==> src/rtl/instr_fetch_unit.sv <==
// Instruction fetch unit: PC, return-address stack and a three-state memory fetch FSM.
// Latency: zero-wait memory gives ir_valid two cycles after fetch_req is sampled in IDLE.
// Backpressure: mem_rd/mem_addr hold until mem_ack or TIMEOUT; fetch/redirect ignored while busy.
module instr_fetch_unit #(
    parameter logic [15:0] RESET_PC    = 16'h0000,
    parameter int          STACK_DEPTH = 4,
    parameter int          TIMEOUT     = 255
) (
    input  logic        clock,
    input  logic        reset,
    input  logic        fetch_req,
    input  logic        pc_load,
    input  logic        call_push,
    input  logic        ret_pop,
    input  logic [15:0] pc_target,
    output logic        mem_rd,
    output logic [15:0] mem_addr,
    input  logic        mem_ack,
    input  logic [31:0] mem_rdata,
    output logic [31:0] IR,
    output logic        ir_valid,
    output logic        busy,
    output logic [15:0] pc,
    output logic        stack_err,
    output logic        timeout_err
);

    // The wait counter only has to reach TIMEOUT-1: that is the last REQ cycle.
    localparam int CW  = (TIMEOUT > 1) ? $clog2(TIMEOUT) : 1;
    localparam int SPW = $clog2(STACK_DEPTH + 1);
    localparam int IW  = (STACK_DEPTH > 1) ? $clog2(STACK_DEPTH) : 1;
    localparam logic [CW-1:0]  WAIT_LAST = CW'(TIMEOUT - 1);
    localparam logic [SPW-1:0] SP_FULL   = SPW'(STACK_DEPTH);

    typedef enum logic [1:0] {
        S_IDLE = 2'd0,
        S_REQ  = 2'd1,
        S_DONE = 2'd2
    } state_t;

    state_t          r_state;
    state_t          w_next;
    logic [15:0]     r_pc;
    logic [31:0]     r_ir;
    logic [CW-1:0]   r_wait;
    logic [SPW-1:0]  r_sp;
    logic [15:0]     r_stack [STACK_DEPTH];
    logic            r_stack_err;
    logic            r_timeout_err;

    logic            w_idle;
    logic            w_do_ret;
    logic            w_do_call;
    logic            w_do_load;
    logic            w_full;
    logic            w_empty;
    logic            w_ack;
    logic            w_timeout;
    logic [IW-1:0]   w_top_idx;
    logic [IW-1:0]   w_push_idx;

    // Redirects are only honoured in IDLE; return beats call beats jump.
    assign w_idle     = (r_state == S_IDLE);
    assign w_do_ret   = w_idle && ret_pop;
    assign w_do_call  = w_idle && call_push && !ret_pop;
    assign w_do_load  = w_idle && pc_load && !ret_pop && !call_push;
    assign w_full     = (r_sp == SP_FULL);
    assign w_empty    = (r_sp == '0);
    assign w_top_idx  = IW'(r_sp - SPW'(1));
    assign w_push_idx = IW'(r_sp);

    // A late ack on the final allowed cycle wins over the timeout.
    assign w_ack      = (r_state == S_REQ) && mem_ack;
    assign w_timeout  = (r_state == S_REQ) && !mem_ack && (r_wait == WAIT_LAST);

    // FSM state register; async reset aborts any in-flight read.
    always_ff @(posedge clock or negedge reset) begin
        if (!reset) r_state <= S_IDLE;
        else        r_state <= w_next;
    end

    // Next-state and per-state strobes, decoded from the registered state only.
    always_comb begin
        w_next   = r_state;
        mem_rd   = 1'b0;
        busy     = 1'b0;
        ir_valid = 1'b0;
        case (r_state)
            S_IDLE: begin
                if (fetch_req) w_next = S_REQ;
            end
            S_REQ: begin
                mem_rd = 1'b1;
                busy   = 1'b1;
                if (mem_ack)                  w_next = S_DONE;
                else if (r_wait == WAIT_LAST) w_next = S_IDLE;
            end
            S_DONE: begin
                busy     = 1'b1;
                ir_valid = 1'b1;
                w_next   = S_IDLE;
            end
            default: w_next = S_IDLE;
        endcase
    end

    // Wait counter runs only in REQ, so it is zero on every REQ entry.
    always_ff @(posedge clock or negedge reset) begin
        if (!reset)                r_wait <= '0;
        else if (r_state == S_REQ) r_wait <= r_wait + CW'(1);
        else                       r_wait <= '0;
    end

    // Program counter: increment on a completed fetch, otherwise apply an IDLE redirect.
    always_ff @(posedge clock or negedge reset) begin
        if (!reset) begin
            r_pc <= RESET_PC;
        end else if (w_ack) begin
            r_pc <= r_pc + 16'd1;
        end else if (w_do_ret) begin
            if (!w_empty) r_pc <= r_stack[w_top_idx];
        end else if (w_do_call || w_do_load) begin
            r_pc <= pc_target;
        end
    end

    // Instruction register captures the word accepted in REQ.
    always_ff @(posedge clock or negedge reset) begin
        if (!reset)     r_ir <= '0;
        else if (w_ack) r_ir <= mem_rdata;
    end

    // Stack pointer; overflowing calls and underflowing returns leave it untouched.
    always_ff @(posedge clock or negedge reset) begin
        if (!reset)                      r_sp <= '0;
        else if (w_do_ret && !w_empty)   r_sp <= r_sp - SPW'(1);
        else if (w_do_call && !w_full)   r_sp <= r_sp + SPW'(1);
    end

    // Stack storage; emptiness is tracked by the pointer so entries need no reset.
    always_ff @(posedge clock) begin
        if (w_do_call && !w_full) r_stack[w_push_idx] <= r_pc;
    end

    // Sticky error flags, cleared only by reset.
    always_ff @(posedge clock or negedge reset) begin
        if (!reset) begin
            r_stack_err   <= 1'b0;
            r_timeout_err <= 1'b0;
        end else begin
            if ((w_do_ret && w_empty) || (w_do_call && w_full)) r_stack_err <= 1'b1;
            if (w_timeout) r_timeout_err <= 1'b1;
        end
    end

    assign mem_addr    = r_pc;
    assign pc          = r_pc;
    assign IR          = r_ir;
    assign stack_err   = r_stack_err;
    assign timeout_err = r_timeout_err;

endmodule

==> config.mk <==
export PLATFORM = sky130hd
export DESIGN_NAME = instr_fetch_unit
export DESIGN_NICKNAME = d
export VERILOG_FILES = /design/src/rtl/instr_fetch_unit.sv
export SDC_FILE = /design/constraint.sdc
export NUM_CORES = 1
export LEC_CHECK = 0
export CORE_ASPECT_RATIO = 1.4
export CORE_MARGIN = 3
export CORE_UTILIZATION = 46
export DETAILED_ROUTE_END_ITERATION = 10
export MAX_ROUTING_LAYER = met4
export PLACE_DENSITY = 0.85
export REMOVE_ABC_BUFFERS = 1
export SETUP_SLACK_MARGIN = 0.15
export SYNTH_ARGS = -nofsm -noshare
export SYNTH_HDL_FRONTEND = slang
export SYNTH_SLANG_ARGS = --single-unit
==> constraint.sdc <==
create_clock -name clock -period 3.5 [get_ports clock]
set_input_delay 0.525 -clock clock [delete_from_list [all_inputs] [get_ports clock]]
set_output_delay 0.525 -clock clock [all_outputs]
set_load 0.02 [all_outputs]
# Yosys cells after proc, flatten, opt, wreduce, memory -nomap -nowiden
# Memory sizes are Yosys's and may differ from the RTL's.
# Cells that the tools add are included.
[classes]
n_reduce_logical = 27
n_addsub = 4
mux = 16
eq_ne = 7
[ops]
columns = ["operator", "count"]
rows = [
  ["16-bit two-way mux", 4],
  ["16-bit by 1-bit adder with 16-bit output (second input constant)", 1],
  ["1-bit logical AND", 13],
  ["8-bit by 1-bit adder with 8-bit output (second input constant)", 1],
  ["8-bit == test (second input constant)", 1],
  ["8-bit two-way mux", 1],
  ["2-bit two-way mux", 3],
  ["3-bit two-way mux", 2],
  ["3-bit by 2-bit != test with 1-bit output (second input constant)", 2],
  ["1-bit zero test", 5],
  ["1-bit two-way mux", 5],
  ["2-bit case mux with 2 select lines", 1],
  ["2-bit AND reduction", 2],
  ["3-bit by 1-bit adder with 3-bit output (second input constant)", 1],
  ["3-bit == test (second input constant)", 1],
  ["3-bit zero test", 1],
  ["3-bit nonzero test", 1],
  ["3-bit by 1-bit subtractor with 3-bit output (second input constant)", 1],
  ["2-bit by 1-bit == test with 1-bit output (second input constant)", 1],
  ["2-bit == test (second input constant)", 1],
  ["2-bit zero test", 1],
  ["1-bit logical OR", 2],
  ["2-bit != test (second input constant)", 1],
  ["2-bit nonzero test", 1],
  ["2-bit OR reduction", 1],
]
[word_totals]
mem_count = 1
output_inout_bits = 69
input_bits = 55
mem_bits_rw = 64
reg_bits = 63
[mem_list]
columns = ["name", "words", "width", "rd", "rd_clocked_by_memory_dff", "write_ports", "line_no", "rtl"]
rows = [
  ["r_stack", 4, 16, 1, 0, 1, "47", "logic [15:0] r_stack [STACK_DEPTH];"],
]

# Depth between registers and ports, before layout
# Gate-level depths: netlist (run 1).
[logic_depth]
depth_word = 8
ltp_mapped = 9
depth_no_buf = 6

# Least setup slack after synthesis (run 1)
# Ideal clock, no wire load.
[synth_path]
path_type = "register to register"
start = "register r_sp[0]"
end = "memory r_stack[0][0] (enable)"
stages_incl_launch_ff = 7
t_required_ps = 3064
setup_time_ps = 436
arrival_ps = 2919
n_path_buf = 2
path_slack_ps = 144
period_less_slack_ps = 3356
cell_sequence = "dfrtp_1 buf_6 buf_6 inv_1 ha_1 inv_1 nor4b_1"
[synth_via]
elab_chain_cells = 5
[synth_lines]
columns = ["item", "line_no", "rtl"]
rows = [
  ["start: declaration", "46", "logic [SPW-1:0] r_sp;"],
  ["start signal: assignment", "136", "else if (w_do_ret && !w_empty) r_sp <= r_sp - SPW'(1);"],
  ["start signal: assignment", "137", "else if (w_do_call && !w_full) r_sp <= r_sp + SPW'(1);"],
  ["3-bit == test", "67", "assign w_full = (r_sp == SP_FULL);"],
  ["1-bit zero test", "142", "if (w_do_call && !w_full) r_stack[w_push_idx] <= r_pc;"],
  ["1-bit logical AND", "142", ""],
  ["1-bit two-way mux", "142", ""],
  ["1-bit two-way mux (not written as such)", "142", ""],
  ["end: declaration", "47", ""],
]
# Several ways; a longest one is shown, not always the timed one.

# Worst setup path after layout (run 1)
[layout_path]
start = "register r_state[1]"
end = "output mem_rd"
[layout_via]
elab_chain_cells = 2
[layout_lines]
columns = ["item", "line_no", "rtl"]
rows = [
  ["start: declaration", "41", "state_t r_state;"],
  ["start signal: assignment", "79", "else r_state <= w_next;"],
  ["2-bit by 1-bit == test with 1-bit output", "88", "case (r_state)"],
  ["1-bit two-way mux", "88", ""],
  ["end: declaration", "16", "output logic mem_rd,"],
]
# No other way between the ends.

==> results.ini, run 1 <==
[status]
outcome=completed

[clock_tree]
cts_tree=built
clk_pin_slew_worst_paths_ns=0.06
cts.htree.levels=4
cts_made_buffers=17
clock-sinks=127
ctsHoldBuffers=0
post_cts_resized=0
clock_latency_ns=0.41
cts_root_buffer=clkbuf_16
cts_max_path_buffers=2
cts_setup_buffers=0

[timing]
tightest_slew_ns=1.041
hold_viol=0
clock-skew-final_ns=0.007964
period_minus_slack_ns=2.592
setup-tns-final_ns=0
rsz0062_at_grt=false
final_max_slew_viol_count=0
setup_viol=0
fmax_ghz=0.3858
slew_headroom_pct=30.61
finalCritPeriodShare_pct=74.06

[logic_synthesis]
yosys-top-cells-area=edfxtp_1, dfrtp_1, nand2_1
synthFlopType=edfxtp_1
synth-simple-area-share_pct=16.09
synth_seq_cells=127
syn-cell-area_sq_um=5792
synth_xor_area_share_pct=1.059
synth_cells=471
yosysTopAreaCellShare_pct=33.18
synthMuxAreaShare_pct=8.079
synth_top_family_by_area=simple AND/OR/NAND/NOR gates
synth-compound-area-share_pct=6.805
yosysTopAreaCell=edfxtp_1
synthAdderAreaFrac_pct=2.592
async_flop_share_pct=49.61
avgSynthCellArea_sq_um=12.30
yosysSeqAreaShare_pct=60.40
synth-edff-count=64
synth_cell_type_count=60
synth.yosys.warnings=0

[floorplanning]
die-height_um=138.8
die_area_sq_um=13990
coreArea_sq_um=12060
ios=124
die_width_um=100.8
initial_core_util_pct=48.04
rows=47

[global_routing]
antenna_found_initial=0
grt_max_degree=47
grt_pass1_vias=4514
grt-ovfl-total=0
grt_usage_pct=21.57
grt_pass1_wl_um=22560

[placed_design]
place_area_sq_um=7018
dpl.hpwl_um=9480
routabilityCongestion=0.8465
io_buffers=123

[routing]
vias_per_cell=5.611
drt_iter0_drc=210
drtPass1Iterations=7
drt-total-wl_um=13970
wire_per_inst_um=18.76
ant_nets=0
via_count=4180
drcViolationCount=0

[worst_setup_path]
worstPathRequired_ns=2.97
cp_cell_sequence=inv_1 -> ha_1 -> clkdlybuf4s50_1
crit_arrival_ns=2.07
crit_path_end_kind=primary output
slowest_delay_ns=0.71
crit_type=register to primary output
crit_fanout=15
crit_family=buffers and inverters
worstSetupStartpointType=register
crit_buf_inv=2
critPathSlowestCell=clkdlybuf4s50_1

[min_path]
min_path_type=input pin to asynchronous set/reset pin

[power]
p_per_area_nw_per_um2=951.7
p_leak_nw=3.050
ir_drop_uv=436.6
total_power_mw=7.242

[flow_run]
maxCapViolations=0

[final_layout]
postLayoutCellArea_sq_um=7610
fin_util_pct=63.12
antenna_cells=0
nNetsFinal=652
area_delta_synth_final_pct=31.39
drive_gt1_share_pct=12.21

## synthesized netlist by cell type (4+ instances only)
cell,n
nand2_1,123
buf_6,6
xnor2_1,6
mux2i_1,7
and2_1,13
ha_1,12
a21oi_1,18
nand4_1,7
nor3_1,4
buf_2,4
inv_1,10
buf_4,17
nor2_1,11
buf_1,5
edfxtp_1,64
mux4_2,15
and4_1,5
dfrtp_1,63
o21ai_0,8
nand3_1,12
## cell usage in the layout, fill, tap and decap left out, drive strengths merged, types with 4 or more instances in the layout
cell and instances:
ha 12, nand2 125, nor2 11, nand3 13, clkinv 5, mux2i 7, nand4 8, clkdlybuf4s50 122
inv 14, o21ai 9, nor3 4, dfrtp 63, mux4 16, clkbuf 20, and2 13, a21oi 18
and4 6, xnor2 6, buf 9, edfxtp 64
## logic make-up (layout without fill, tap and decap cells)
group / Yosys count / in the layout
compound gates: 56 / 56
flops: 127 / 127
buf+inv: 46 / 173
mux: 26 / 26
simple gates: 197 / 197
fa+ha+maj: 12 / 12
xor+xnor: 7 / 7
## report_power, final
group,switching [mW],internal [mW],leakage [nW]
sequential,0.445,2.05,1.35
combinational,1.65,1.38,1.40
clock,0.640,1.08,0.294
total,2.74,4.50,3.05
## routing by layer
layer / part of all wire (%) / up-vias / track usage, %
met3: 8.2 / 46 / 6.291
met4: 3.1 / 0 / 9.226
li1: - / 1906 / -
met1: 37 / 2006 / 25.11
met5: 0 / - / -
met2: 51 / 222 / 34.50
## through the flow
stage	setup WS, ns	std cells	hold WS [ns]
after floorplan	0.01171	435	0.2294
after global placement	0.9217	713	0.4567
after detailed placement	0.8765	713	0.4623
after global routing	0.7811	745	0.3746
after CTS	0.8811	745	0.3341
final	0.9077	745	0.2969
## flip-flops by register name, summed over array words and instances (netlist names)
register / count
r_stack: 64
IR: 32
mem_addr: 16
r_wait: 8
r_sp: 3
r_state: 2
stack_err: 1
timeout_err: 1
## worst paths after layout
path | depth (start not counted) | slack, ns | startpoint | to
max in group asynchronous | 2 | 2.35 | reset | mem_addr[7]
setup / recovery | 3 | 0.91 | r_state[1] | mem_rd
min in group clock | 2 | 0.47 | IR[24] | IR[24]
hold reg to reg | 2 | 0.47 | IR[24] | IR[24]
setup reg to reg | 5 | 1.09 | r_state[1] | r_sp[1]
hold / removal | 1 | 0.30 | reset | IR[11]
## final cells by class
type	instances	area, sq um
Multi-Input combinational cell	298	2012
Clock inverter	12	102.6
Inverter	10	37.54
Sequential cell	127	3498
Clock buffer	20	489.2
Timing Repair Buffer	131	1286
Tap cell	147	183.9
Fill cell	885	4446
No activity file was read; power rests on OpenSTA's default activity.
==> inputs of run 2 (changes only) <==
Settings changed: CORE_UTILIZATION 46 to 51, PLACE_DENSITY 0.85 to 0.89.
Clock period 3.5 ns to 2.7 ns, I/O delays scaled along.
==> run 2 against run 1 <==
Net effect: critical path depth unchanged; wire length is 3.7% higher; die area down 9.3%; utilization rose by 6.6 points; hold slack lost 0.12 ns; sequential share of layout area decreased by 0.30 points; combinational power increased by 33%; clock-buffer cell count up 4; clock skew is 0.0019 ns lower; register-to-register slack got worse by 0.75 ns; largest cell class unchanged; largest power group unchanged; highest routed layer unchanged.
==> results.ini, run 2 (synthesized netlist as in run 1, its figures left out) <==
[timing]
hold_viol=0  ; unchanged
clock-skew-final_ns=0.006066  ; -0.001897 ns
period_minus_slack_ns=2.360
setup_viol=0  ; unchanged
slew_headroom_pct=44.31  ; +14 points
fmax_ghz=0.4238
tightest_slew_ns=0.8353  ; -0.2056 ns
finalCritPeriodShare_pct=87.40
setup-tns-final_ns=0  ; unchanged
final_max_slew_viol_count=0  ; unchanged
rsz0062_at_grt=false

[final_layout]
final_common_cell=nand2_1
regMostFlops=r_stack
nNetsFinal=661  ; +1.4%
fin_util_pct=69.77  ; +6.6 points
area_delta_synth_final_pct=32.25
antenna_cells=0  ; unchanged
largest_reg_flops=64  ; unchanged
mostFrequentLayoutCells=nand2_1, clkdlybuf4s50_1, edfxtp_1
final_cells=748  ; +0.40%
drive_gt1_share_pct=12.85  ; +0.64 points

[power]
ir_drop_uv=695.2  ; +59%
total_power_mw=9.493  ; +31%
p_leak_nw=3.090  ; +1.3%
p_per_area_nw_per_um2=1239  ; +30%

[global_routing]
grt-ovfl-total=0  ; unchanged
grt_max_degree=64  ; +36%
grt_pass1_wl_um=23430  ; +3.9%
grt_pass1_vias=4640  ; +2.8%
grt_usage_pct=25.42  ; +3.8 points
antenna_found_initial=0  ; unchanged

[clock_tree]
clock-sinks=127  ; unchanged
clk_pin_slew_worst_paths_ns=0.05  ; about the same
cts.htree.levels=4  ; unchanged
clock_latency_ns=0.41  ; about the same
cts_setup_buffers=0  ; unchanged
cts_max_path_buffers=2  ; unchanged
ctsHoldBuffers=0  ; unchanged
cts_made_buffers=17  ; unchanged
cts_root_buffer=clkbuf_16
cts_tree=built

[floorplanning]
ios=124  ; unchanged
rows=45  ; -4.3%
die-height_um=132.1  ; -4.8%
initial_core_util_pct=52.75  ; +4.7 points
die_area_sq_um=12690  ; -9.3%
coreArea_sq_um=10980  ; -8.9%
die_width_um=96.07  ; -4.7%

[worst_setup_path]
crit_arrival_ns=1.95  ; -0.12 ns
crit_fanout=15  ; unchanged
rrSetupSlack_ns=0.34  ; -0.75 ns
reg2reg_from=r_state[1]
cp_cell_sequence=inv_1 -> ha_2 -> clkdlybuf4s50_1
r2r_cells=5  ; unchanged
worstSetupStartpointType=register
crit_type=register to primary output
endpoint=mem_rd
crit_family=buffers and inverters
crit_path_end_kind=primary output
worstPathRequired_ns=2.30  ; -0.67 ns
r2r_end=r_sp[1]
critPathSlowestCell=clkdlybuf4s50_1
path_depth=3  ; unchanged
crit_buf_inv=2  ; unchanged
slowest_delay_ns=0.67  ; -0.04 ns
critPathLaunch=r_state[1]

[routing]
wire_per_inst_um=19.37  ; +3.3%
via_count=4312  ; +3.2%
drt_iter0_drc=343  ; +63%
vias_per_cell=5.765  ; +2.7%
ant_nets=0  ; unchanged
drcViolationCount=0  ; unchanged
drtPass1Iterations=10  ; +3
drt-total-wl_um=14490  ; +3.7%

[status]
outcome=completed

[flow_run]
maxCapViolations=0  ; unchanged

[placed_design]
io_buffers=123  ; unchanged
place_inst=716  ; +0.42%
dpl.hpwl_um=9914  ; +4.6%
routabilityCongestion=0.9314  ; +10%

[min_path]
min_path_type=input pin to asynchronous set/reset pin

-- run 2: cell types whose count changed in the layout (fill, tap and decap cells not counted), sizes merged --
cell	change
buf	+9
bufinv	+1
clkbuf	+4
clkinv	+1
clkinvlp	-2
inv	-4
-- run 2: how the worst min path moves through the flow --
| stage | start | cells after the start | slack (ns) | endpoint |
|---|---|---|---|---|
| 5_1_grt | reset | 2 | 0.24 | IR[25] |
| 3_3_place_gp | IR[23] | 2 | 0.46 | IR[23] |
| 2_1_floorplan | reset | 0 | 0.11 | IR[0] |
| 4_1_cts | reset | 2 | 0.21 | IR[24] |
| 6_report | reset | 2 | 0.18 | IR[14] |
| 3_5_place_dp | IR[7] | 2 | 0.46 | IR[7] |
-- run 2: what timing repair did --
item	in CTS	in global routing
hold endpoints to repair	0	0
resized for setup	0	1
setup endpoints to repair	0	1
-- run 2: metrics by stage --
stage / setup slack, ns / area, sq um / hold WS (ns)
6_report: 0.3402 / 7660 / 0.1789
5_1_grt: 0.2405 / 7660 / 0.2401
4_1_cts: 0.1886 / 7657 / 0.2091
3_5_place_dp: 0.3640 / 7078 / 0.4623
3_3_place_gp: 0.4839 / 7078 / 0.4573
2_1_floorplan: -0.7883 / 5542 / 0.1094
-- run 2: cell type report --
class | count | area [sq um]
clock buffer | 24 | 491.7
tap | 141 | 176.4
timing repair buffer | 140 | 1354
fill | 736 | 3319
sequential | 127 | 3498
inverter | 10 | 37.54
clock inverter | 8 | 87.58
multi-input combinational | 298 | 2014
-- run 2: power breakdown --
| part | internal (mW) | switching, mW |
|---|---|---|
| clock network | 1.44 | 0.772 |
| logic | 1.85 | 2.18 |
| registers | 2.66 | 0.591 |
| total | 5.95 | 3.55 |
-- run 2: layer usage --
metal	track usage, %	vias up	part of all wire (%)
met5	-	-	0
met4	12.03	0	3.7
met3	5.997	55	7.6
met2	41.49	248	53
met1	28.96	2083	36
li1	-	1926	-
